===== config.mk =====
export PLATFORM = sky130hd
export DESIGN_NAME = ripple_borrow_subtractor_serial_flat
export DESIGN_NICKNAME = d
export VERILOG_FILES = /design/src/rtl/ripple_borrow_subtractor_serial_if.sv /design/src/rtl/ripple_borrow_subtractor_serial.sv /design/src/flat_wrapper.sv
export SDC_FILE = /design/constraint.sdc
export NUM_CORES = 1
export LEC_CHECK = 0
export BUFFER_PORTS_ARGS = -buffer_cell sky130_fd_sc_hd__buf_2
export CAP_MARGIN = 20
export CORE_ASPECT_RATIO = 1.25
export CORE_MARGIN = 2
export CORE_UTILIZATION = 40
export DETAILED_ROUTE_END_ITERATION = 6
export GPL_TIMING_DRIVEN = 0
export PLACE_DENSITY_LB_ADDON = 0.25
export SYNTH_ARGS = -nofsm -noshare
export SYNTH_HDL_FRONTEND = slang
export SYNTH_SLANG_ARGS = --single-unit

===== constraint.sdc =====
create_clock -name clk -period 2.4 [get_ports clk]
set_clock_uncertainty 0.15 [all_clocks]
set_input_delay 0.24 -clock clk [delete_from_list [all_inputs] [get_ports clk]]
set_output_delay 0.24 -clock clk [all_outputs]
set_load 0.005 [all_outputs]

===== src/rtl/ripple_borrow_subtractor_serial_if.sv =====
// Start/busy/done handshake bundle for the bit-serial subtractor.
// The sequencer drives the request side through master; the subtractor uses slave.
interface ripple_borrow_subtractor_serial_if #(
  parameter int WIDTH = 4
);
  logic             start;
  logic [WIDTH-1:0] a;
  logic [WIDTH-1:0] b;
  logic             bin;
  logic [WIDTH-1:0] diff;
  logic             bout;
  logic             ovf;
  logic             busy;
  logic             done;

  modport master (
    output start, a, b, bin,
    input  diff, bout, ovf, busy, done
  );

  modport slave (
    input  start, a, b, bin,
    output diff, bout, ovf, busy, done
  );
endinterface


===== src/rtl/ripple_borrow_subtractor_serial.sv =====
// Bit-serial ripple-borrow subtractor: diff = a - b - bin, one bit per clock, LSB first.
// A single full-subtractor cell walks the operand shift registers; results are published on done.
module ripple_borrow_subtractor_serial #(
  parameter int WIDTH = 4
) (
  input logic                             clk,
  input logic                             rst_n,
  ripple_borrow_subtractor_serial_if.slave bus
);

  localparam int CW = $clog2(WIDTH) + 1;

  typedef enum logic [1:0] {
    IDLE = 2'd0,
    RUN  = 2'd1,
    DONE = 2'd2
  } state_t;

  state_t           state;
  logic [CW-1:0]    count;
  logic [WIDTH-1:0] a_sh;
  logic [WIDTH-1:0] b_sh;
  logic [WIDTH-2:0] res_sh;
  logic             brw;

  logic [WIDTH-1:0] diff_q;
  logic             bout_q;
  logic             ovf_q;
  logic             busy_q;
  logic             done_q;

  logic             a_i;
  logic             b_i;
  logic             d_i;
  logic             brw_nxt;
  logic             last_bit;
  logic [WIDTH-1:0] res_nxt;

  // The full-subtractor cell; on the last bit a_i/b_i are the operand MSBs, which is what ovf needs.
  always_comb begin
    a_i      = a_sh[0];
    b_i      = b_sh[0];
    d_i      = a_i ^ b_i ^ brw;
    brw_nxt  = (~a_i & b_i) | (~(a_i ^ b_i) & brw);
    last_bit = (count == CW'(WIDTH - 1));
    res_nxt  = {d_i, res_sh};
  end

  always_ff @(posedge clk or negedge rst_n) begin
    if (!rst_n) begin
      state  <= IDLE;
      count  <= '0;
      a_sh   <= '0;
      b_sh   <= '0;
      res_sh <= '0;
      brw    <= 1'b0;
      diff_q <= '0;
      bout_q <= 1'b0;
      ovf_q  <= 1'b0;
      busy_q <= 1'b0;
      done_q <= 1'b0;
    end else begin
      case (state)
        IDLE: begin
          done_q <= 1'b0;
          if (bus.start) begin
            a_sh   <= bus.a;
            b_sh   <= bus.b;
            brw    <= bus.bin;
            res_sh <= '0;
            count  <= '0;
            busy_q <= 1'b1;
            state  <= RUN;
          end
        end

        RUN: begin
          a_sh   <= a_sh >> 1;
          b_sh   <= b_sh >> 1;
          res_sh <= res_nxt[WIDTH-1:1];
          brw    <= brw_nxt;
          count  <= count + CW'(1);
          // Results stay frozen during RUN and change only on this final edge.
          if (last_bit) begin
            diff_q <= res_nxt;
            bout_q <= brw_nxt;
            ovf_q  <= (a_i ^ b_i) & (d_i ^ a_i);
            busy_q <= 1'b0;
            done_q <= 1'b1;
            state  <= DONE;
          end
        end

        DONE: begin
          done_q <= 1'b0;
          state  <= IDLE;
        end

        default: begin
          busy_q <= 1'b0;
          done_q <= 1'b0;
          state  <= IDLE;
        end
      endcase
    end
  end

  assign bus.diff = diff_q;
  assign bus.bout = bout_q;
  assign bus.ovf  = ovf_q;
  assign bus.busy = busy_q;
  assign bus.done = done_q;

endmodule


===== src/flat_wrapper.sv =====
// flat-port wrapper written by rule: the top's interface ports become plain ports
module ripple_borrow_subtractor_serial_flat 
#(
  parameter int WIDTH = 4
)
  (clk, rst_n, bus_start, bus_a, bus_b, bus_bin, bus_diff, bus_bout, bus_ovf, bus_busy, bus_done);
  ripple_borrow_subtractor_serial_if #(.WIDTH(WIDTH)) bus_i ();
  input logic clk;
  input logic rst_n;
  input wire logic [$bits(bus_i.start)-1:0] bus_start;
  input wire logic [$bits(bus_i.a)-1:0] bus_a;
  input wire logic [$bits(bus_i.b)-1:0] bus_b;
  input wire logic [$bits(bus_i.bin)-1:0] bus_bin;
  output wire logic [$bits(bus_i.diff)-1:0] bus_diff;
  output wire logic [$bits(bus_i.bout)-1:0] bus_bout;
  output wire logic [$bits(bus_i.ovf)-1:0] bus_ovf;
  output wire logic [$bits(bus_i.busy)-1:0] bus_busy;
  output wire logic [$bits(bus_i.done)-1:0] bus_done;
  assign bus_i.start = bus_start;
  assign bus_i.a = bus_a;
  assign bus_i.b = bus_b;
  assign bus_i.bin = bus_bin;
  assign bus_diff = bus_i.diff;
  assign bus_bout = bus_i.bout;
  assign bus_ovf = bus_i.ovf;
  assign bus_busy = bus_i.busy;
  assign bus_done = bus_i.done;
  ripple_borrow_subtractor_serial #(.WIDTH(WIDTH)) u_core (.clk(clk), .rst_n(rst_n), .bus(bus_i));
endmodule

==> metrics.md, run 1 <==
| Metric | Value |
|---|---|
| Critical Path RT | around 2500 ps |
| Worst r2r src | u_core.count[0] |
| Critical path type | register to register |
| Start point of the critical path | u_core.count[0] |
| Vias/cell | 5.23 |
| CP cell instances | ha_1 -> ha_1 -> nand3b_2 -> mux2_2 |
| Syn nets | 106 |
| Routed WL per cell | 13.7 um |
| Final hold vios | 0 |
| CTS Buf Count | 3 |
| Synth cell types | 28 |
| Design area | 0.00127 mm2 |
| Initial drt markers | 14 |
| Row cnt | 21 |
| Clk slew on worst S/H paths | around 140 ps |
| Skew-Pair Late Insertion Delay | roughly 310 ps |
| Port Buffers | 19 |
| Syn Std Cell Area | roughly 0.0011 mm2 |
| IO Pins | 20 |
| Area of the die | approximately 0.0032 mm2 |
| Crit-path leading delay family | adder cells |
| Setup violators final | 0 |
| Final non-filler cell total | between 100 and 150 |
| Cells on Worst Hold Path | 2 |
| Largest net degree at the start of global routing | 26 |
| DR vias | just under 800 |
| Dpl cells | between 100 and 150 |
| HP Class | input port to register |
| Most common cell on crit path | ha_1 |
| HPWL after detailed placement | between 1 and 1.5 mm |
| Initial antenna violation count | 0 |
| DRC Markers | 0 |
| Reg-to-Reg End | u_core.bus.diff[0] |
| TritonCTS clock tree | done |
| TNS Setup | 0 ps |
| Cts-stage hold buffer count | 2 |
| Reg2reg setup slack | about 700 ps |
| Leak | between 0.6 and 0.7 nW |
| Clock period minus worst slack | 1700 ps |
| Register-to-Register Path Depth | 4 |
| Register area share after synthesis | 0.574 |
| Area grow syn2layout | 17.0% |
| CTS H-tree lvls | 1 |
| Clk Tree Root Cell | clkbuf_4 |
| DRT antenna net count | 0 |
| Detailed Route WL | around 2.0 mm |
| GR Overflow Total | 0 |
| Starting Density | 0.415 |
| RSZ-0062 raised after global routing | no |
| Placement Setup Slack | roughly 700 ps |
| Clock Path Buffers | 2 |
| VDD IR max | around 0.00064 V |
| GRT Total Usage | 0.152 |
| Crit path to | u_core.bus.diff[0] |
| Crit path launch type | register |
| Yosys warns | 0 |
| Slew Limit Fails | 0 |
| Average size of a mapped cell | around 12 um2 |
| Setup Fix Bufs, Post-CTS | 0 |
| Final #Nets | between 100 and 150 |
| Buf/Inv on CP | 0 |
| Total of max-cap violations | 0 |
| Routability-driven placement congestion ratio | around 0.72 |
| Die Y | a little over 60 um |
| Number of cells on the critical path | 4 |
| Slew @ Worst Pin | ~540 ps |
| Flops & latches, synth | 25 |
| Chip Width | 50.7 um |
| Synth Instances | 90 |
| Most common cell after layout, fill and taps aside | dfrtp_1 |
| Crit end category | register |
| N_diodes | 0 |
| Crit path max fanout | 9 |
| Period utilization | 0.710 |
| First-pass GRT wire length | around 3.6 mm |
| Most frequent cells in the layout | dfrtp_1, buf_2, nand2_1, inv_1 |
| Max_slew headroom | 0.637 |
| Fmax achieved | 0.587 GHz |
| Critical path's largest stage delay | 420 ps |
| Drt pass-1 iters | 4 |
| Gates resized, CTS repair | 0 |
| Core ar. | between 0.002 and 0.003 mm2 |
| Total power | between 1.5 and 2 mW |
| Worst Setup Slack, final | a little under 700 ps |
| PD cells | ~1300 mW/mm2 |
| Post-DP Area | ~0.0012 mm2 |
| Crit path DAT | between 1500 and 2000 ps |
| Layout cells sized above 1 | 0.278 |
| Number of global-route vias before repair | roughly 820 |
| Outcome | complete, no violations |
| Clock Sinks | 25 |
| Worst path slowest cell | dfrtp_1 |
cells by family after synthesis:
| logic type | after synthesis | share of synthesized area |
|---|---|---|
| buffers and inverters | 9 | 0.0390 |
| xor gates and xnor gates | 1 | 0.00804 |
| adders and majority gates | 4 | 0.0528 |
| AOI/OAI and AO/OA | 26 | 0.185 |
| DFF | 25 | 0.574 |
| and+or+nand+nor | 21 | 0.0999 |
| muxes | 4 | 0.0413 |
how the worst min path moves through the flow:
| stage | end | start |
|---|---|---|
| 2_1_floorplan | u_core.a_sh[0] | rst_n |
| 3_3_place_gp | u_core.b_sh[0] | rst_n |
| 3_5_place_dp | u_core.bus.bout | rst_n |
| 4_1_cts | u_core.a_sh[3] | bus_a[3] |
| 5_1_grt | u_core.a_sh[3] | bus_a[3] |
| 6_report | u_core.a_sh[3] | bus_a[3] |
registers in the layout, summed over array words and instances, names as in the netlist, 2 cells and up:
signal / count
u_core.res_sh: 3
u_core.count: 3
u_core.a_sh: 4
u_core.b_sh: 4
u_core.bus.diff: 4
u_core.state: 2
synth_stat cells:
cell	n	share of area
or4b_1	1	0.0092
o22ai_1	2	0.011
a22oi_1	1	0.0069
a21oi_1	1	0.0046
a221o_1	1	0.0092
nor2b_1	1	0.0057
a22o_1	4	0.032
nand3b_2	1	0.010
inv_1	7	0.024
o21ai_0	6	0.028
buf_2	1	0.0046
o31ai_1	1	0.0069
o22a_1	6	0.048
mux2_2	4	0.041
a221oi_1	1	0.0080
nand2b_1	2	0.011
fa_1	1	0.018
o221a_2	1	0.010
nand2_1	8	0.028
xnor2_1	1	0.0080
dfrtp_1	25	0.57
a32o_1	1	0.0092
o21bai_2	1	0.010
nor2_1	6	0.021
or2b_1	1	0.0069
ha_1	3	0.034
nor4b_1	1	0.0080
buf_6	1	0.010
worst reg2reg max path: stages, from the launching register on:
cell and delay [ps]:
dfrtp_1 420, ha_1 210, ha_1 240, nand3b_2 220, mux2_2 370
metrics by stage:
| step | hold slack (ps) | utilization |
|---|---|---|
| 6_report | 27.5 | 0.485 |
| 5_1_grt | 31.3 | 0.485 |
| 3_3_place_gp | 111 | 0.467 |
| 3_5_place_dp | 115 | 0.467 |
| 2_1_floorplan | -206 | - |
| 4_1_cts | 18.8 | 0.485 |
layer usage:
metal	track usage	part of all wire	up-vias
li1	-	-	374
met1	0.188	0.43	386
met2	0.257	0.52	17
met3	0.0240	0.046	2
met4	0.0709	0.0088	0
met5	0	0	-
area by class of cell:
type                       instances  area (um2)
buffer                             2        16.3
clock buffer                       3        22.5
clock inverter                     1        5.00
fill                             259        1350
inverter                           7        26.3
multi-input combinational         56         422
sequential                        25         626
tap                               34        42.5
timing repair buffer              21         115
report_power, final:
| part | total (mW) | leakage (nW) | switching, mW | internal [mW] |
|---|---|---|---|---|
| sequential | 0.722 | 0.307 | 0.111 | 0.611 |
| combinational | 0.709 | 0.299 | 0.345 | 0.364 |
| clock | 0.188 | 0.0177 | 0.125 | 0.0623 |
Note: power is estimated with default switching activity, not from simulation.
==> inputs of run 2 (changes only) <==
Clock period 2.4 ns to 1.7 ns, I/O delays scaled along.
==> run 2 against run 1 <==
Effect of this change: worst hold slack worse by 20 ps; fmax increased by 7.4%; first-iteration DRC count is 14% lower; utilization rose by 0.81 points; register-to-register slack lost 580 ps.
==> metrics.md, run 2 (synthesis gave the netlist of run 1 again) <==
| Metric | Value |
|---|---|
| Clock Path Buffers | 2 |
| Outcome | complete, no violations |
| Placement Setup Slack | -0.202 ps |
| Dpl cells | 143 |
| HPWL after detailed placement | around 1.5 mm |
| VDD IR max | just over 0.0009 V |
| Clock period minus worst slack | 1590 ps |
| Detailed Route WL | roughly 2.1 mm |
| Cells on Worst Hold Path | 3 |
| CTS H-tree lvls | 1 |
| Total of max-cap violations | 0 |
| Area grow syn2layout | 18.9% |
| Min Hold Slack | ~7.5 ps |
| Die Y | between 60 and 70 um |
| CTS Buf Count | 3 |
| Final #Nets | approximately 130 |
| PD cells | 1780 mW/mm2 |
| Area of the die | around 0.0032 mm2 |
| Port Buffers | 19 |
| Total power | ~2.3 mW |
| RSZ-0062 raised after global routing | no |
| Vias/cell | ~5.3 |
| Worst Setup Slack, final | approximately 110 ps |
| Critical Path RT | roughly 1800 ps |
| Most common cell after layout, fill and taps aside | dfrtp_1 |
| Reg-to-Reg End | u_core.bus.diff[0] |
| Critical path type | register to register |
| Slew Limit Fails | 0 |
| Max_slew headroom | 0.637 |
| HP Class | input port to register |
| Starting Density | 0.415 |
| Clk Tree Root Cell | clkbuf_4 |
| Setup violators final | 0 |
| Routability-driven placement congestion ratio | roughly 0.72 |
| Register-to-Register Path Depth | 4 |
| Initial antenna violation count | 0 |
| TritonCTS clock tree | done |
| DR vias | between 700 and 800 |
| Drt pass-1 iters | 4 |
| Clk slew on worst S/H paths | between 100 and 150 ps |
| Leak | around 0.64 nW |
| Fill count | 260 |
| DRT antenna net count | 0 |
| Largest net degree at the start of global routing | 26 |
| IO Pins | 20 |
| Skew-Pair Late Insertion Delay | 310 ps |
| Worst r2r src | u_core.count[0] |
| Routed WL per cell | 13.9 um |
| Crit path max fanout | 9 |
| Reg2reg setup slack | 110 ps |
| Chip Width | ~51 um |
| GR Overflow Total | 0 |
| Period utilization | 0.934 |
| Core ar. | 0.00263 mm2 |
| Crit path DAT | 1650 ps |
| Design area | 0.00130 mm2 |
| Initial drt markers | 12 |
| Slew @ Worst Pin | ~540 ps |
| Clock Sinks | 25 |
| Crit end category | register |
| Worst Hold Endpoint | u_core.b_sh[0] |
| Crit path launch type | register |
| Fmax achieved | between 0.6 and 0.7 GHz |
| Final hold vios | 0 |
| Layout cells sized above 1 | 0.284 |
| GRT Total Usage | 0.152 |
| Row cnt | 21 |
| Most frequent cells in the layout | dfrtp_1, buf_2, nand2_1, inv_1 |
| N_diodes | 0 |
| DRC Markers | 0 |
| First-pass GRT wire length | between 3 and 4 mm |
| Post-DP Area | around 0.0012 mm2 |
| Hold Startpoint | bus_b[0] |
| Number of global-route vias before repair | about 800 |
| Final non-filler cell total | 150 |
==> run 2: cell count changes in the layout (fill, tap and decap cells not counted) <==
cell / previous run / this run
dlygate4sd3_1: 2 / 3
ha_2: 0 / 1
nand3b_4: 0 / 1
ha_1: 3 / 2
nand3b_2: 1 / 0
==> run 2: cell type report <==
| type | instances | area (um2) | share of cell area |
|---|---|---|---|
| timing repair buffer | 22 | 125 | 0.0965 |
| inverter | 7 | 26.3 | 0.0203 |
| clock inverter | 1 | 5.00 | 0.00386 |
| tap | 34 | 42.5 | 0.0328 |
| buffer | 2 | 16.3 | 0.0125 |
| multi-input combinational | 56 | 433 | 0.334 |
| sequential | 25 | 626 | 0.483 |
| clock buffer | 3 | 22.5 | 0.0174 |
==> run 2: metrics by stage <==
step / util / TNS, ps
floorplan: - / 0
global placement: 0.467 / 0
detailed placement: 0.467 / -0.202
CTS: 0.492 / 0
global route: 0.493 / 0
finish: 0.493 / 0
==> run 2: critical path, cell delays in order, from the launching register on <==
cell and delay (ps):
dfrtp_1 420, ha_1 210, ha_2 220, nand3b_4 150, mux2_2 350
==> run 2: repair_timing <==
item | in CTS | in global routing
endpoints found under the hold margin | 27 | 0
gates resized for setup | 1 | 1
endpoints found under the setup margin | 4 | 4
buffers inserted | 0 | 0
hold buffers | 3 | 0
==> run 2: metal layers <==
layer,vias up,GRT usage,share of wire
met2,19,0.257,0.52
met3,2,0.0240,0.044
met1,392,0.188,0.43
met5,-,0,0
li1,377,-,-
met4,0,0.0709,0.0086
==> run 2: where the power goes <==
| part | total [mW] | switching (mW) | internal [mW] |
|---|---|---|---|
| Clock | 0.266 | 0.178 | 0.0879 |
| Combinational | 1.02 | 0.498 | 0.526 |
| Sequential | 1.02 | 0.158 | 0.862 |
| Total | 2.31 | 0.834 | 1.48 |
==> run 2: how the worst max path moves through the flow <==
stage	from	endpoint	slack (ps)	depth (start not counted)
global placement	u_core.count[0]	u_core.bus.diff[0]	10	4
global route	u_core.b_sh[0]	u_core.bus.ovf	40	4
finish	u_core.count[0]	u_core.bus.diff[0]	110	4
detailed placement	u_core.count[0]	u_core.bus.diff[0]	-0.2	4
floorplan	u_core.count[0]	u_core.bus.diff[0]	140	4
CTS	u_core.count[0]	u_core.bus.diff[0]	40	4
